## config.mk

```make
export PLATFORM = sky130hd
export DESIGN_NAME = dly_line_meas_ctrl_flat
export DESIGN_NICKNAME = d
export VERILOG_FILES = /design/src/rtl/dly_meas_pkg.sv /design/src/rtl/dly_line_meas_ctrl_if.sv /design/src/rtl/sat_edge_cnt.sv /design/src/rtl/dly_line_meas_ctrl.sv /design/src/flat_wrapper.sv
export SDC_FILE = /design/constraint.sdc
export NUM_CORES = 1
export LEC_CHECK = 0
export BUFFER_PORTS_ARGS = -buffer_cell sky130_fd_sc_hd__buf_2
export CAP_MARGIN = 0
export CORE_UTILIZATION = 30
export DETAILED_ROUTE_END_ITERATION = 12
export PLACE_DENSITY = 0.56
export SLEW_MARGIN = 20
export SYNTH_ARGS = -nofsm -noshare
export SYNTH_HDL_FRONTEND = slang
export SYNTH_SLANG_ARGS = --single-unit
```

## constraint.sdc

```tcl
create_clock -name clk -period 4.85 [get_ports clk]
set_input_delay 0.7275 -clock clk [delete_from_list [all_inputs] [get_ports clk]]
set_output_delay 0.7275 -clock clk [all_outputs]
set_load 0.02 [all_outputs]
```

## src/rtl/dly_meas_pkg.sv

```systemverilog
// Shared types and helpers for the delay-line frequency measurement controller.
package dly_meas_pkg;

  typedef enum logic [1:0] {
    IDLE    = 2'd0,
    SETTLE  = 2'd1,
    MEASURE = 2'd2,
    REPORT  = 2'd3
  } state_e;

  function automatic int tap_w(input int n_taps);
    return (n_taps < 2) ? 1 : $clog2(n_taps);
  endfunction

  // Increment that sticks at max_v instead of wrapping.
  function automatic logic [31:0] sat_inc(input logic [31:0] v, input logic [31:0] max_v);
    return (v >= max_v) ? max_v : v + 32'd1;
  endfunction

endpackage

```

## src/rtl/dly_line_meas_ctrl_if.sv

```systemverilog
// Result channel from the measurement controller to the calibration engine (valid/ready).
interface dly_line_meas_ctrl_if #(
  parameter int TAP_W = 3,
  parameter int CNT_W = 16
);
  logic             res_valid;
  logic             res_ready;
  logic [TAP_W-1:0] res_tap;
  logic [CNT_W-1:0] res_count;

  modport master (output res_valid, output res_tap, output res_count, input res_ready);
  modport slave  (input res_valid, input res_tap, input res_count, output res_ready);
endinterface

```

## src/rtl/sat_edge_cnt.sv

```systemverilog
// Oscillator edge detector plus clearable saturating counter; cnt_nxt includes this cycle's edge.
module sat_edge_cnt
  import dly_meas_pkg::*;
#(
  parameter int CNT_W = 16
) (
  input  logic             clk,
  input  logic             clr,
  input  logic             en,
  input  logic             osc_tog,
  output logic [CNT_W-1:0] cnt_nxt
);

  localparam logic [CNT_W-1:0] ONES = '1;

  logic             osc_tog_q;
  logic [CNT_W-1:0] count;
  logic [31:0]      inc;

  always_comb begin
    inc     = sat_inc(32'(count), 32'(ONES));
    cnt_nxt = count;
    if (clr) begin
      cnt_nxt = '0;
    end else if (en && (osc_tog ^ osc_tog_q)) begin
      cnt_nxt = inc[CNT_W-1:0];
    end
  end

  always_ff @(posedge clk) begin
    osc_tog_q <= osc_tog;
    count     <= cnt_nxt;
  end

endmodule

```

## src/rtl/dly_line_meas_ctrl.sv

```systemverilog
// Tap-sweep frequency measurement sequencer for the tapped ring-oscillator delay line.
// Optional min/max tracking over the sweep is enabled by defining DLY_MEAS_MINMAX_EN.
module dly_line_meas_ctrl
  import dly_meas_pkg::*;
#(
  parameter  int N_TAPS     = 8,
  parameter  int CNT_W      = 16,
  parameter  int WIN_W      = 12,
  parameter  int SETTLE_CYC = 4,
  localparam int TAP_W      = tap_w(N_TAPS)
) (
  input  logic                 clk,
  input  logic                 rst,
  input  logic                 start,
  input  logic                 abort,
  input  logic [WIN_W-1:0]     win_len,
  input  logic                 osc_tog,
  output logic                 osc_en,
  output logic [TAP_W-1:0]     tap_sel,
  output logic                 busy,
  output logic                 done,
  dly_line_meas_ctrl_if.master res,
  output logic [CNT_W-1:0]     min_cnt,
  output logic [CNT_W-1:0]     max_cnt,
  output logic [TAP_W-1:0]     min_tap,
  output logic [TAP_W-1:0]     max_tap
);

  localparam int TMR_W = (WIN_W > $clog2(SETTLE_CYC) + 1) ? WIN_W : $clog2(SETTLE_CYC) + 1;
  localparam logic [TAP_W-1:0] LAST_TAP  = TAP_W'(N_TAPS - 1);
  localparam logic [TMR_W-1:0] SETTLE_LD = TMR_W'(SETTLE_CYC - 1);

  state_e           state;
  logic [TMR_W-1:0] tmr;
  logic [WIN_W-1:0] win_m1;
  logic             res_valid;
  logic [TAP_W-1:0] res_tap;
  logic [CNT_W-1:0] res_count;
  logic [CNT_W-1:0] cnt_nxt;
  logic             cnt_clr;
  logic             cnt_en;
  logic             start_ok;
  logic             handshake;

  assign cnt_clr   = (state == SETTLE);
  assign cnt_en    = (state == MEASURE);
  assign start_ok  = (state == IDLE) && start && !abort;
  assign handshake = (state == REPORT) && res_valid && res.res_ready && !abort;

  assign res.res_valid = res_valid;
  assign res.res_tap   = res_tap;
  assign res.res_count = res_count;

  sat_edge_cnt #(
    .CNT_W (CNT_W)
  ) u_cnt (
    .clk     (clk),
    .clr     (cnt_clr),
    .en      (cnt_en),
    .osc_tog (osc_tog),
    .cnt_nxt (cnt_nxt)
  );

  always_ff @(posedge clk) begin
    if (rst) begin
      state     <= IDLE;
      tmr       <= '0;
      win_m1    <= '0;
      osc_en    <= 1'b0;
      busy      <= 1'b0;
      done      <= 1'b0;
      tap_sel   <= '0;
      res_valid <= 1'b0;
      res_tap   <= '0;
      res_count <= '0;
    end else begin
      done <= 1'b0;
      if (abort && (state != IDLE)) begin
        state     <= IDLE;
        osc_en    <= 1'b0;
        busy      <= 1'b0;
        tap_sel   <= '0;
        res_valid <= 1'b0;
        res_tap   <= '0;
        res_count <= '0;
      end else begin
        case (state)
          IDLE: begin
            if (start_ok) begin
              state   <= SETTLE;
              tap_sel <= '0;
              osc_en  <= 1'b1;
              busy    <= 1'b1;
              tmr     <= SETTLE_LD;
              // A zero window still measures for one cycle.
              win_m1  <= (win_len == '0) ? '0 : win_len - 1'b1;
            end
          end
          SETTLE: begin
            if (tmr == '0) begin
              state <= MEASURE;
              tmr   <= TMR_W'(win_m1);
            end else begin
              tmr <= tmr - 1'b1;
            end
          end
          MEASURE: begin
            if (tmr == '0) begin
              state     <= REPORT;
              res_valid <= 1'b1;
              res_tap   <= tap_sel;
              res_count <= cnt_nxt;
            end else begin
              tmr <= tmr - 1'b1;
            end
          end
          REPORT: begin
            if (res.res_ready) begin
              res_valid <= 1'b0;
              if (tap_sel == LAST_TAP) begin
                state  <= IDLE;
                osc_en <= 1'b0;
                busy   <= 1'b0;
                done   <= 1'b1;
              end else begin
                state   <= SETTLE;
                tap_sel <= tap_sel + 1'b1;
                tmr     <= SETTLE_LD;
              end
            end
          end
          default: state <= IDLE;
        endcase
      end
    end
  end

`ifdef DLY_MEAS_MINMAX_EN
  // First result of a sweep seeds both extremes; strict compares keep the lower tap on ties.
  always_ff @(posedge clk) begin
    if (rst || start_ok) begin
      min_cnt <= '0;
      max_cnt <= '0;
      min_tap <= '0;
      max_tap <= '0;
    end else if (handshake) begin
      if ((res_tap == '0) || (res_count < min_cnt)) begin
        min_cnt <= res_count;
        min_tap <= res_tap;
      end
      if ((res_tap == '0) || (res_count > max_cnt)) begin
        max_cnt <= res_count;
        max_tap <= res_tap;
      end
    end
  end
`else
  assign min_cnt = '0;
  assign max_cnt = '0;
  assign min_tap = '0;
  assign max_tap = '0;
  logic unused_hs;
  assign unused_hs = handshake;
`endif

endmodule

```

## src/flat_wrapper.sv

```systemverilog
// flat-port wrapper written by rule: the top's interface ports become plain ports
module dly_line_meas_ctrl_flat import dly_meas_pkg::*;
#(
  parameter  int N_TAPS     = 8,
  parameter  int CNT_W      = 16,
  parameter  int WIN_W      = 12,
  parameter  int SETTLE_CYC = 4,
  localparam int TAP_W      = tap_w(N_TAPS)
)
  (clk, rst, start, abort, win_len, osc_tog, osc_en, tap_sel, busy, done, min_cnt, max_cnt, min_tap, max_tap, res_res_valid, res_res_tap, res_res_count, res_res_ready);
  dly_line_meas_ctrl_if #(.TAP_W((3)), .CNT_W(CNT_W)) res_i ();
  input  logic clk;
  input  logic rst;
  input  logic start;
  input  logic abort;
  input  logic [WIN_W-1:0] win_len;
  input  logic osc_tog;
  output logic osc_en;
  output logic [TAP_W-1:0] tap_sel;
  output logic busy;
  output logic done;
  output logic [CNT_W-1:0] min_cnt;
  output logic [CNT_W-1:0] max_cnt;
  output logic [TAP_W-1:0] min_tap;
  output logic [TAP_W-1:0] max_tap;
  output wire logic [$bits(res_i.res_valid)-1:0] res_res_valid;
  output wire logic [$bits(res_i.res_tap)-1:0] res_res_tap;
  output wire logic [$bits(res_i.res_count)-1:0] res_res_count;
  input wire logic [$bits(res_i.res_ready)-1:0] res_res_ready;
  assign res_res_valid = res_i.res_valid;
  assign res_res_tap = res_i.res_tap;
  assign res_res_count = res_i.res_count;
  assign res_i.res_ready = res_res_ready;
  dly_line_meas_ctrl #(.N_TAPS(N_TAPS), .CNT_W(CNT_W), .WIN_W(WIN_W), .SETTLE_CYC(SETTLE_CYC)) u_core (.clk(clk), .rst(rst), .start(start), .abort(abort), .win_len(win_len), .osc_tog(osc_tog), .osc_en(osc_en), .tap_sel(tap_sel), .busy(busy), .done(done), .res(res_i), .min_cnt(min_cnt), .max_cnt(max_cnt), .min_tap(min_tap), .max_tap(max_tap));
endmodule
```

==> flow_metrics.py, run 1 <==
metrics = {
    "job": {
        "max-cap-violations": 0,
    },
    "placement": {
        "io_buffer_count": 43,
        "place_area_um2": 4050,
        "pre_cts_ws_ps": 1940,
        "dpl.hpwl_mm": 6.58,
        "gp_congestion": 0.851,
    },
    "power": {
        "powerDensity_nw_per_um2": 414,
        "max-vdd-ir-drop_v": 0.000170,
        "leakage_nw": 1.80,
        "finalPower_mw": 1.80,
    },
    "routing": {
        "wl_per_cell_um": 13.1,
        "vias": 3409,
        "firstDrtPassIters": 4,
        "wl_mm": 8.88,
        "drcViolationCount": 0,
        "dr.first_iter.drc_count": 178,
        "viasPerCell": 5.01,
        "drtAntennaViolNets": 0,
    },
    "logic_synthesis": {
        "synth_most_common_cell": "dfxtp_1",
        "yosysWarnings": 0,
        "ys_seq_elements": 68,
        "synthArstFlopShare_pct": 0,
        "synth-seq-area-share_pct": 35.5,
        "synth_top_area_share_pct": 35.5,
        "yosysTopAreaCell": "dfxtp_1",
        "ys_top_cells_by_count": "68 x dfxtp_1, 49 x nand2_1, 45 x nor2_1",
        "netlist_instances": 471,
        "synthTopCellsByArea": "dfxtp_1 36%, buf_4 7.6%, nand2_1 4.8%",
        "synth_edf_count": 0,
        "mappedNetlistArea_um2": 3830,
        "synth.distinct_cells": 52,
        "synth_flop_cell": "dfxtp_1",
        "synth_area_per_cell_um2": 8.13,
    },
    "clocking": {
        "clkTransAtPathRegs_ps": 60,
        "clk_path_buf_depth": 2,
        "cts_sinks": 68,
        "cts_buffers": 9,
        "cts_tree": "done",
        "post_cts_resized": 0,
        "insertion_delay_ps": 330,
        "post_cts_buffers": 0,
        "htree_levels": 3,
        "clock-root-buffer": "clkbuf_16",
        "ctsHoldBuffers": 0,
    },
    "sta": {
        "clock.fmax_mhz": 341,
        "hold_viol": 0,
        "slew_viol_final": 0,
        "tightest_slew_ps": 940,
        "min_period_over_period_pct": 60.4,
        "setup_ws_ps": 1920,
        "rsz0062_at_grt": "false",
        "skew_ps": 7.01,
        "fin_crit_ps": 2930,
        "setup_viol": 0,
        "fin_tns_setup_ps": 0,
        "slew-limit-headroom_pct": 37.4,
    },
    "global_routing": {
        "grt_overflow": 0,
        "antenna_found_initial": 0,
        "grt_usage_pct": 14.4,
        "grt_pass1_wl_mm": 14.9,
        "grt_pass1_vias": 3052,
        "grt_max_degree": 36,
    },
    "setup_path": {
        "worstPathMaxFanout": 22,
        "max_stage_delay_ps": 640,
        "criticalPathCategory": "flip-flop to flip-flop",
        "r2r_cells": 7,
        "reg2reg_from": "u_core.state[0]",
        "r2r_slack_ps": 1920,
        "crit_arrival_ps": 3180,
        "startpoint_type": "flip-flop",
        "path_cells": "inv_1 > ha_1 > nor2b_1 > nand4_1 > or3_1 > or3_1 > o211ai_1",
        "cpMostUsedCell": "or3_1",
        "cp_slowest_cell": "or3_1",
        "worstPathRequired_ps": 5100,
        "r2r_end": "u_core.res.res_count[6]",
        "cp-end-kind": "flip-flop",
    },
    "final_layout": {
        "diodes": 0,
        "fin_nets": 537,
        "n_fill_cell": 1308,
        "area_growth_pct": 13.7,
        "seqCellArea_um2": 1360,
        "multi_input_area_um2": 2180,
        "final_cell_area_um2": 4350,
        "layout-drive-gt1-share_pct": 13.5,
    },
    "hold_path": {
        "min_to": "u_core.res.res_count[8]",
        "whs_path_depth": 2,
        "hold_path_class": "flip-flop to flip-flop",
        "hp-start": "u_core.res.res_count[8]",
    },
    "floorplanning": {
        "coreArea_um2": 12200,
        "die_w_um": 115,
        "io_pins": 82,
        "die_area_um2": 13200,
        "die_h_um": 115,
        "fp-row-count": 40,
        "initial_core_util_pct": 31.4,
    },
    "status": {
        "outcome": "completed",
    },
}
layer usage:
layer,global-route usage [%],vias up,part of all wire (%)
met5,0,-,0
met4,5.19,0,1.3
met3,3.80,8,5.1
met2,23.2,99,47
met1,18.4,1625,47
li1,-,1677,-
placed cells by master (no fill, tap or decap), types with 3 or more instances in the layout:
master     instances
nand3_1           12
a22o_1             4
clkbuf_16          9
inv_1             17
ha_1              12
nor3_1            10
o211ai_1           4
xnor2_1            9
a22oi_1           10
or4_1              4
or3_1              6
xor2_1            12
nor2_1            45
mux2i_1           13
a21oi_1           22
clkbuf_8           5
and4_1             4
buf_2             43
nor3b_1            3
conb_1            38
nand2b_1           9
o21ai_0           30
nor2b_1            5
nand4_1           11
nand2_1           49
a211o_1            3
nor4_1             9
and3_1             7
nand4b_1           3
dfxtp_1           68
a211oi_1           6
critical path, delay by kind of cell (launching register included):
family,cells,cell delay (ps)
AND/OR/NAND/NOR,4,1620
adder cells (fa/ha/maj),1,630
flip-flops,1,330
buffers and inverters,1,150
AO/OA/AOI/OAI,1,110
worst max-delay path by stage:
stage	start	to	slack (ps)	depth (start not counted)
after floorplan	u_core.tap_sel[0]	u_core.tmr[10]	2510	7
after global placement	u_core.state[0]	u_core.res.res_count[6]	2050	7
after detailed placement	u_core.state[0]	u_core.res.res_count[6]	1940	7
after CTS	u_core.state[0]	u_core.res.res_count[6]	1920	7
after global routing	u_core.state[0]	u_core.res.res_count[6]	1730	7
final	u_core.state[0]	u_core.res.res_count[6]	1920	7
final cells by class:
cell class / count / share of cell area [%]
Tap cell: 168 / 4.83
Inverter: 17 / 1.47
Clock buffer: 14 / 6.75
Multi-Input combinational cell: 366 / 50.1
Clock inverter: 2 / 0.345
Timing Repair Buffer: 45 / 5.29
Sequential cell: 68 / 31.3
cell families after synthesis:
group	Yosys count	synth area share (%)
AOI/OAI and AO/OA	96	16.1
xor gates and xnor gates	21	4.80
adders and majority gates	12	3.92
buffers and inverters	74	11.3
DFF	68	35.5
muxes	14	3.79
other	1	0.0979
and+or+nand+nor	185	24.4
metrics by stage:
stage / hold slack (ps) / utilization (%) / std cells
global placement: 434 / 33.1 / 664
finish: 452 / 35.7 / 680
floorplan: 417 / - / 508
CTS: 456 / 35.7 / 680
global route: 487 / 35.7 / 680
detailed placement: 443 / 33.1 / 664
state kept, by name, indices dropped and copies added (netlist names):
| name | cells |
|---|---|
| u_core.done | 1 |
| u_core.osc_en | 1 |
| u_core.res.res_count | 16 |
| u_core.res.res_tap | 3 |
| u_core.res.res_valid | 1 |
| u_core.state | 2 |
| u_core.tap_sel | 3 |
| u_core.tmr | 12 |
| u_core.u_cnt.count | 16 |
| u_core.u_cnt.osc_tog_q | 1 |
| u_core.win_m1 | 12 |
power breakdown:
part	internal, mW	switching, mW
clock network	0.416	0.235
registers	0.594	0.0305
logic	0.172	0.354
Note: power is estimated with default switching activity, not from simulation.
==> inputs of run 2 (changes only) <==
- ABC_AREA: not set -> 1
- PLACE_DENSITY: 0.56 -> 0.58
- clock period: 4.85 -> 2.4 ns (I/O delays scaled with it)
==> flow_metrics.py, run 2 <==
metrics = {
    "status": {
        "outcome": "completed",
    },
    "floorplanning": {
        "fp-row-count": 42,
        "die_w_um": 119,
        "die_area_um2": 14100,
        "initial_core_util_pct": 30.8,
        "io_pins": 82,
        "die_h_um": 119,
        "coreArea_um2": 13200,
    },
    "logic_synthesis": {
        "netlist_instances": 594,
        "mappedNetlistArea_um2": 4080,
        "synth_flop_cell": "dfxtp_1",
        "ys_top_cells_by_count": "154 x nand2_1, 75 x inv_1, 68 x dfxtp_1",
        "synthTopCellsByArea": "dfxtp_1 33%, nand2_1 14%, buf_4 7.5%",
        "ys_seq_elements": 68,
        "synth_area_per_cell_um2": 6.87,
        "yosysTopAreaCell": "dfxtp_1",
        "synth.distinct_cells": 33,
        "yosysWarnings": 0,
        "synth_most_common_cell": "nand2_1",
        "synth_edf_count": 0,
        "synth_top_area_share_pct": 33.4,
        "synthArstFlopShare_pct": 0,
        "synth-seq-area-share_pct": 33.4,
    },
    "clocking": {
        "clkTransAtPathRegs_ps": 60,
        "cts_buffers": 9,
        "cts_sinks": 68,
        "htree_levels": 3,
        "cts_tree": "done",
        "post_cts_buffers": 0,
        "post_cts_resized": 0,
        "clk_path_buf_depth": 2,
        "insertion_delay_ps": 330,
        "ctsHoldBuffers": 0,
        "clock-root-buffer": "clkbuf_16",
    },
    "global_routing": {
        "grt_overflow": 0,
        "grt_max_degree": 34,
        "antenna_found_initial": 1,
        "grt_pass1_wl_mm": 14.6,
        "grt_pass1_vias": 3181,
        "grt_usage_pct": 12.8,
    },
    "setup_path": {
        "cpMostUsedCell": "inv_1",
        "path_cells": "inv_1 > ha_1 > inv_1 > nor2_1 > nand2_1 > nor2_4 > nand3_4 > clkinv_2 > o21ai_0 > a21oi_1",
        "startpoint_type": "flip-flop",
        "worstPathMaxFanout": 33,
        "max_stage_delay_ps": 380,
        "cp-end-kind": "flip-flop",
        "criticalPathCategory": "flip-flop to flip-flop",
        "worstPathRequired_ps": 2600,
        "crit_arrival_ps": 2130,
        "cp_slowest_cell": "clkinv_2",
    },
    "job": {
        "max-cap-violations": 0,
    },
    "sta": {
        "clock.fmax_mhz": 518,
        "fin_crit_ps": 1930,
        "min_period_over_period_pct": 80.5,
        "slew-limit-headroom_pct": 58.4,
        "rsz0062_at_grt": "false",
        "fin_tns_setup_ps": 0,
        "setup_viol": 0,
        "tightest_slew_ps": 620,
        "skew_ps": 6.13,
        "hold_viol": 0,
        "slew_viol_final": 0,
    },
    "final_layout": {
        "area_growth_pct": 14.1,
        "reg.largest.list": "u_core.res.res_count: 16 flops, u_core.u_cnt.count: 16 flops",
        "layout_commonest_cell": "nand2_1",
        "diodes": 0,
        "final_cell_mix": "154 x nand2_1, 75 x inv_1, 68 x dfxtp_1",
        "layout-drive-gt1-share_pct": 14.9,
        "fin_nets": 668,
        "fin_cells": 819,
        "final_cell_area_um2": 4660,
        "n_fill_cell": 1481,
    },
    "routing": {
        "vias": 3480,
        "wl_per_cell_um": 10.3,
        "dr.first_iter.drc_count": 172,
        "firstDrtPassIters": 4,
        "viasPerCell": 4.25,
        "wl_mm": 8.40,
        "drtAntennaViolNets": 0,
        "drcViolationCount": 0,
    },
    "placement": {
        "dpl.hpwl_mm": 6.31,
        "dp.cells": 803,
        "gp_congestion": 0.856,
        "place_area_um2": 4310,
        "io_buffer_count": 43,
    },
    "power": {
        "finalPower_mw": 4.65,
        "leakage_nw": 2.24,
        "powerDensity_nw_per_um2": 999,
        "max-vdd-ir-drop_v": 0.000427,
    },
    "hold_path": {
        "hold_path_class": "input port to flip-flop",
    },
}
-- run 2: cell types whose count changed in the layout (fill, tap and decap cells not counted), sizes merged, moves of 10 or more --
cell and delta:
inv +60, nand3 +33, a22oi -10, nor4 -10, nand2 +109, mux2i -13
a21oi +25
-- run 2: critical path, delay by kind of cell, from the launching register on --
family | cells | cell delay (ps)
AOI/OAI and AO/OA | 2 | 390
adders and majority gates | 1 | 220
buffers and inverters | 3 | 530
DFF | 1 | 340
and+or+nand+nor | 4 | 300
-- run 2: area by class of cell --
class                   instances  area [µm²]  area share [%]
well taps                     176         220            4.73
inverters                      78         294            6.32
multi-input cells             432        2180            46.8
clock inverters                 6         113            2.42
flip-flops and latches         68        1360            29.2
clock buffers                  10         229            4.92
repair buffers                 49         260            5.59
-- run 2: per-stage QoR --
step	setup WS [ps]	util, %	hold slack [ps]
global placement	486	32.6	445
floorplan	760	-	388
finish	469	35.2	164
detailed placement	443	32.6	439
global route	220	35.2	161
CTS	419	35.2	151
-- run 2: path summary, 6_finish.rpt --
kind / from / to / slack (ps) / cells after the start
min reg2reg: u_core.res.res_tap[2] / u_core.res.res_tap[2] / 440 / 2
min: osc_tog / u_core.u_cnt.osc_tog_q / 160 / 1
max reg2reg: u_core.tmr[0] / u_core.res.res_count[15] / 470 / 10
max: u_core.tmr[0] / u_core.res.res_count[15] / 470 / 10
-- run 2: metal layers --
metal / vias to the layer above / part of all wire (%) / global-route usage (%)
met2: 60 / 45 / 20.8
met1: 1518 / 50 / 16.1
li1: 1894 / - / -
met3: 6 / 4.0 / 4.15
met5: - / 0.11 / 0
met4: 2 / 0.87 / 3.64
-- run 2: where the power goes --
group	internal, mW	switching [mW]	leakage [nW]
logic	0.561	1.14	1.52
clock network	1.02	0.496	0.167
registers	1.32	0.120	0.552
total	2.90	1.75	2.24
-- run 2: cell families (layout without fill, tap and decap cells) --
family	after synthesis	in the layout	share of synthesized area, %
flops	68	68	33.4
buf+inv	131	143	16.6
compound gates	88	88	11.9
other cells	1	38	0.0919
simple gates	275	275	30.3
fa+ha+maj	12	12	3.68
xor+xnor	19	19	4.08
==> inputs of run 3 (changes only) <==
- clock period: 2.4 -> 1.6 ns (I/O delays scaled with it)
==> flow_metrics.py, run 3 (same netlist as run 2, synthesis figures left out) <==
metrics = {
    "routing": {
        "drcViolationCount": 0,
        "vias": 3801,
        "drtAntennaViolNets": 0,
        "viasPerCell": 4.36,
        "wl_met3_um": 395,
        "firstDrtPassIters": 4,
        "wl_per_cell_um": 11.5,
        "m1WireLength_mm": 4.63,
        "dr_wl_met2_mm": 4.83,
        "wl_mm": 10.0,
        "top_layer": "met4",
        "dr.first_iter.drc_count": 157,
    },
    "global_routing": {
        "grt_pass1_wl_mm": 15.4,
        "grt_usage_pct": 13.7,
        "grt_pass1_vias": 3328,
        "grt_max_degree": 34,
        "grt_overflow": 0,
        "antenna_found_initial": 0,
    },
    "setup_path": {
        "startpoint_type": "flip-flop",
        "crit_arrival_ps": 1880,
        "worstPathRequired_ps": 1830,
        "cp_slowest_cell": "dfxtp_2",
        "criticalPathCategory": "flip-flop to flip-flop",
        "cpMostUsedCell": "nand2_2",
        "cp-end-kind": "flip-flop",
        "max_stage_delay_ps": 310,
        "path_cells": "ha_1 > ha_2 > nand2_2 > nand2_2 > nor3_4 > nand2_4 > inv_4 > nand2_8 > buf_6 > nor2_2 > nor2_1",
        "r2r_cells": 11,
        "worstPathMaxFanout": 3,
    },
    "sta": {
        "fin_crit_ps": 1640,
        "fin_tns_setup_ps": -89.3,
        "skew_ps": 8.98,
        "rsz0062_at_grt": "true",
        "hold_slack_ps": 23.4,
        "clock.fmax_mhz": 608,
        "hold_viol": 0,
        "setup_viol": 4,
        "min_period_over_period_pct": 103,
        "setup_ws_ps": -44.3,
        "slew_viol_final": 0,
    },
    "clocking": {
        "clock-root-buffer": "clkbuf_16",
        "cts_buffers": 9,
        "htree_levels": 3,
        "clkTransAtPathRegs_ps": 60,
        "insertion_delay_ps": 340,
        "cts_sinks": 68,
        "ctsHoldBuffers": 0,
        "clk_path_buf_depth": 2,
        "cts_tree": "done",
    },
    "floorplanning": {
        "coreArea_um2": 13200,
        "die_h_um": 119,
        "die_w_um": 119,
        "io_pins": 82,
        "die_area_um2": 14100,
        "fp-row-count": 42,
        "initial_core_util_pct": 30.8,
    },
    "job": {
        "max-cap-violations": 0,
    },
    "final_layout": {
        "n_fill_cell": 1378,
        "area_growth_pct": 36.2,
        "layout-drive-gt1-share_pct": 33.7,
        "final_cell_mix": "132 x nand2_1, 70 x inv_1, 59 x dfxtp_1",
        "seqCellArea_um2": 1380,
        "fin_util_pct": 41.9,
        "layout_commonest_cell": "nand2_1",
        "multi_input_area_um2": 2560,
        "diodes": 0,
        "reg.largest.list": "u_core.res.res_count: 16 flops, u_core.u_cnt.count: 16 flops",
        "fin_nets": 720,
    },
    "power": {
        "max-vdd-ir-drop_v": 0.000678,
        "powerDensity_nw_per_um2": 1510,
        "leakage_nw": 2.63,
    },
    "hold_path": {
        "hold_path_class": "input port to flip-flop",
        "whs_path_depth": 1,
    },
    "placement": {
        "dpl.hpwl_mm": 6.57,
        "gp_congestion": 0.843,
        "io_buffer_count": 43,
    },
    "status": {
        "outcome": "complete, but fails checks",
        "violations": "negative setup slack",
    },
}
## run 3: cell count changes in the layout (fill, tap and decap cells not counted), sizes merged
cell / before / now
buf: 49 / 95
clkbuf: 10 / 14
clkinv: 4 / 1
clkinvlp: 0 / 2
inv: 77 / 79
bufinv: 3 / 2
nand3: 45 / 46
nor2: 51 / 52
## run 3: cell type report
type / count / area share (%)
multi-input combinational: 434 / 46.2
inverter: 78 / 5.54
clock buffer: 11 / 4.55
sequential: 68 / 24.8
tap: 176 / 3.96
clock inverter: 5 / 1.51
timing repair buffer: 98 / 13.2
timing repair inverter: 1 / 0.203
## run 3: path summary, 6_finish.rpt
check	from	end	slack, ps
worst min-delay path	osc_tog	u_core.u_cnt.osc_tog_q	20
worst max register to register	u_core.tap_sel[0]	u_core.tmr[0]	-40
worst min register to register	u_core.res.res_tap[2]	u_core.res.res_tap[2]	440
worst max-delay path	u_core.tap_sel[0]	u_core.tmr[0]	-40
## run 3: metal layers
metal  track usage (%)  up-vias
met4              4.51        0
met1              17.4     1717
li1                  -     2001
met2              21.8       75
met3              4.54        8
met5                 0        -
## run 3: critical path: cells and delay by family (launching register included)
family                   cells  cell delay (ps)
adder cells (fa/ha/maj)      2              370
buffers and inverters        2              210
flip-flops                   1              310
AND/OR/NAND/NOR              7              660
## run 3: where the power goes
group | total (mW) | internal [mW] | switching [mW]
Combinational | 3.93 | 1.62 | 2.32
Clock | 2.22 | 1.45 | 0.768
Sequential | 2.22 | 2.01 | 0.214
Total | 8.37 | 5.07 | 3.30
## run 3: per-stage QoR
stage          instance area (µm²)  cells  power [mW]  setup WS (ps)
2_1_floorplan                 4220    631        4.26           10.4
3_3_place_gp                  4630    841        5.15          -36.1
3_5_place_dp                  4630    841        5.14          -89.7
4_1_cts                       5020    859        7.45          -35.2
5_1_grt                       5550    871        8.91           -136
6_report                      5550    871        8.37          -44.3
## run 3: repair_timing
| action | CTS | global route |
|---|---|---|
| resized for setup | 12 | 144 |
| gates cloned | 2 | 5 |
| endpoints found under the setup margin | 37 | 53 |
| buffers inserted | 0 | 7 |
| pin swaps | 2 | 35 |
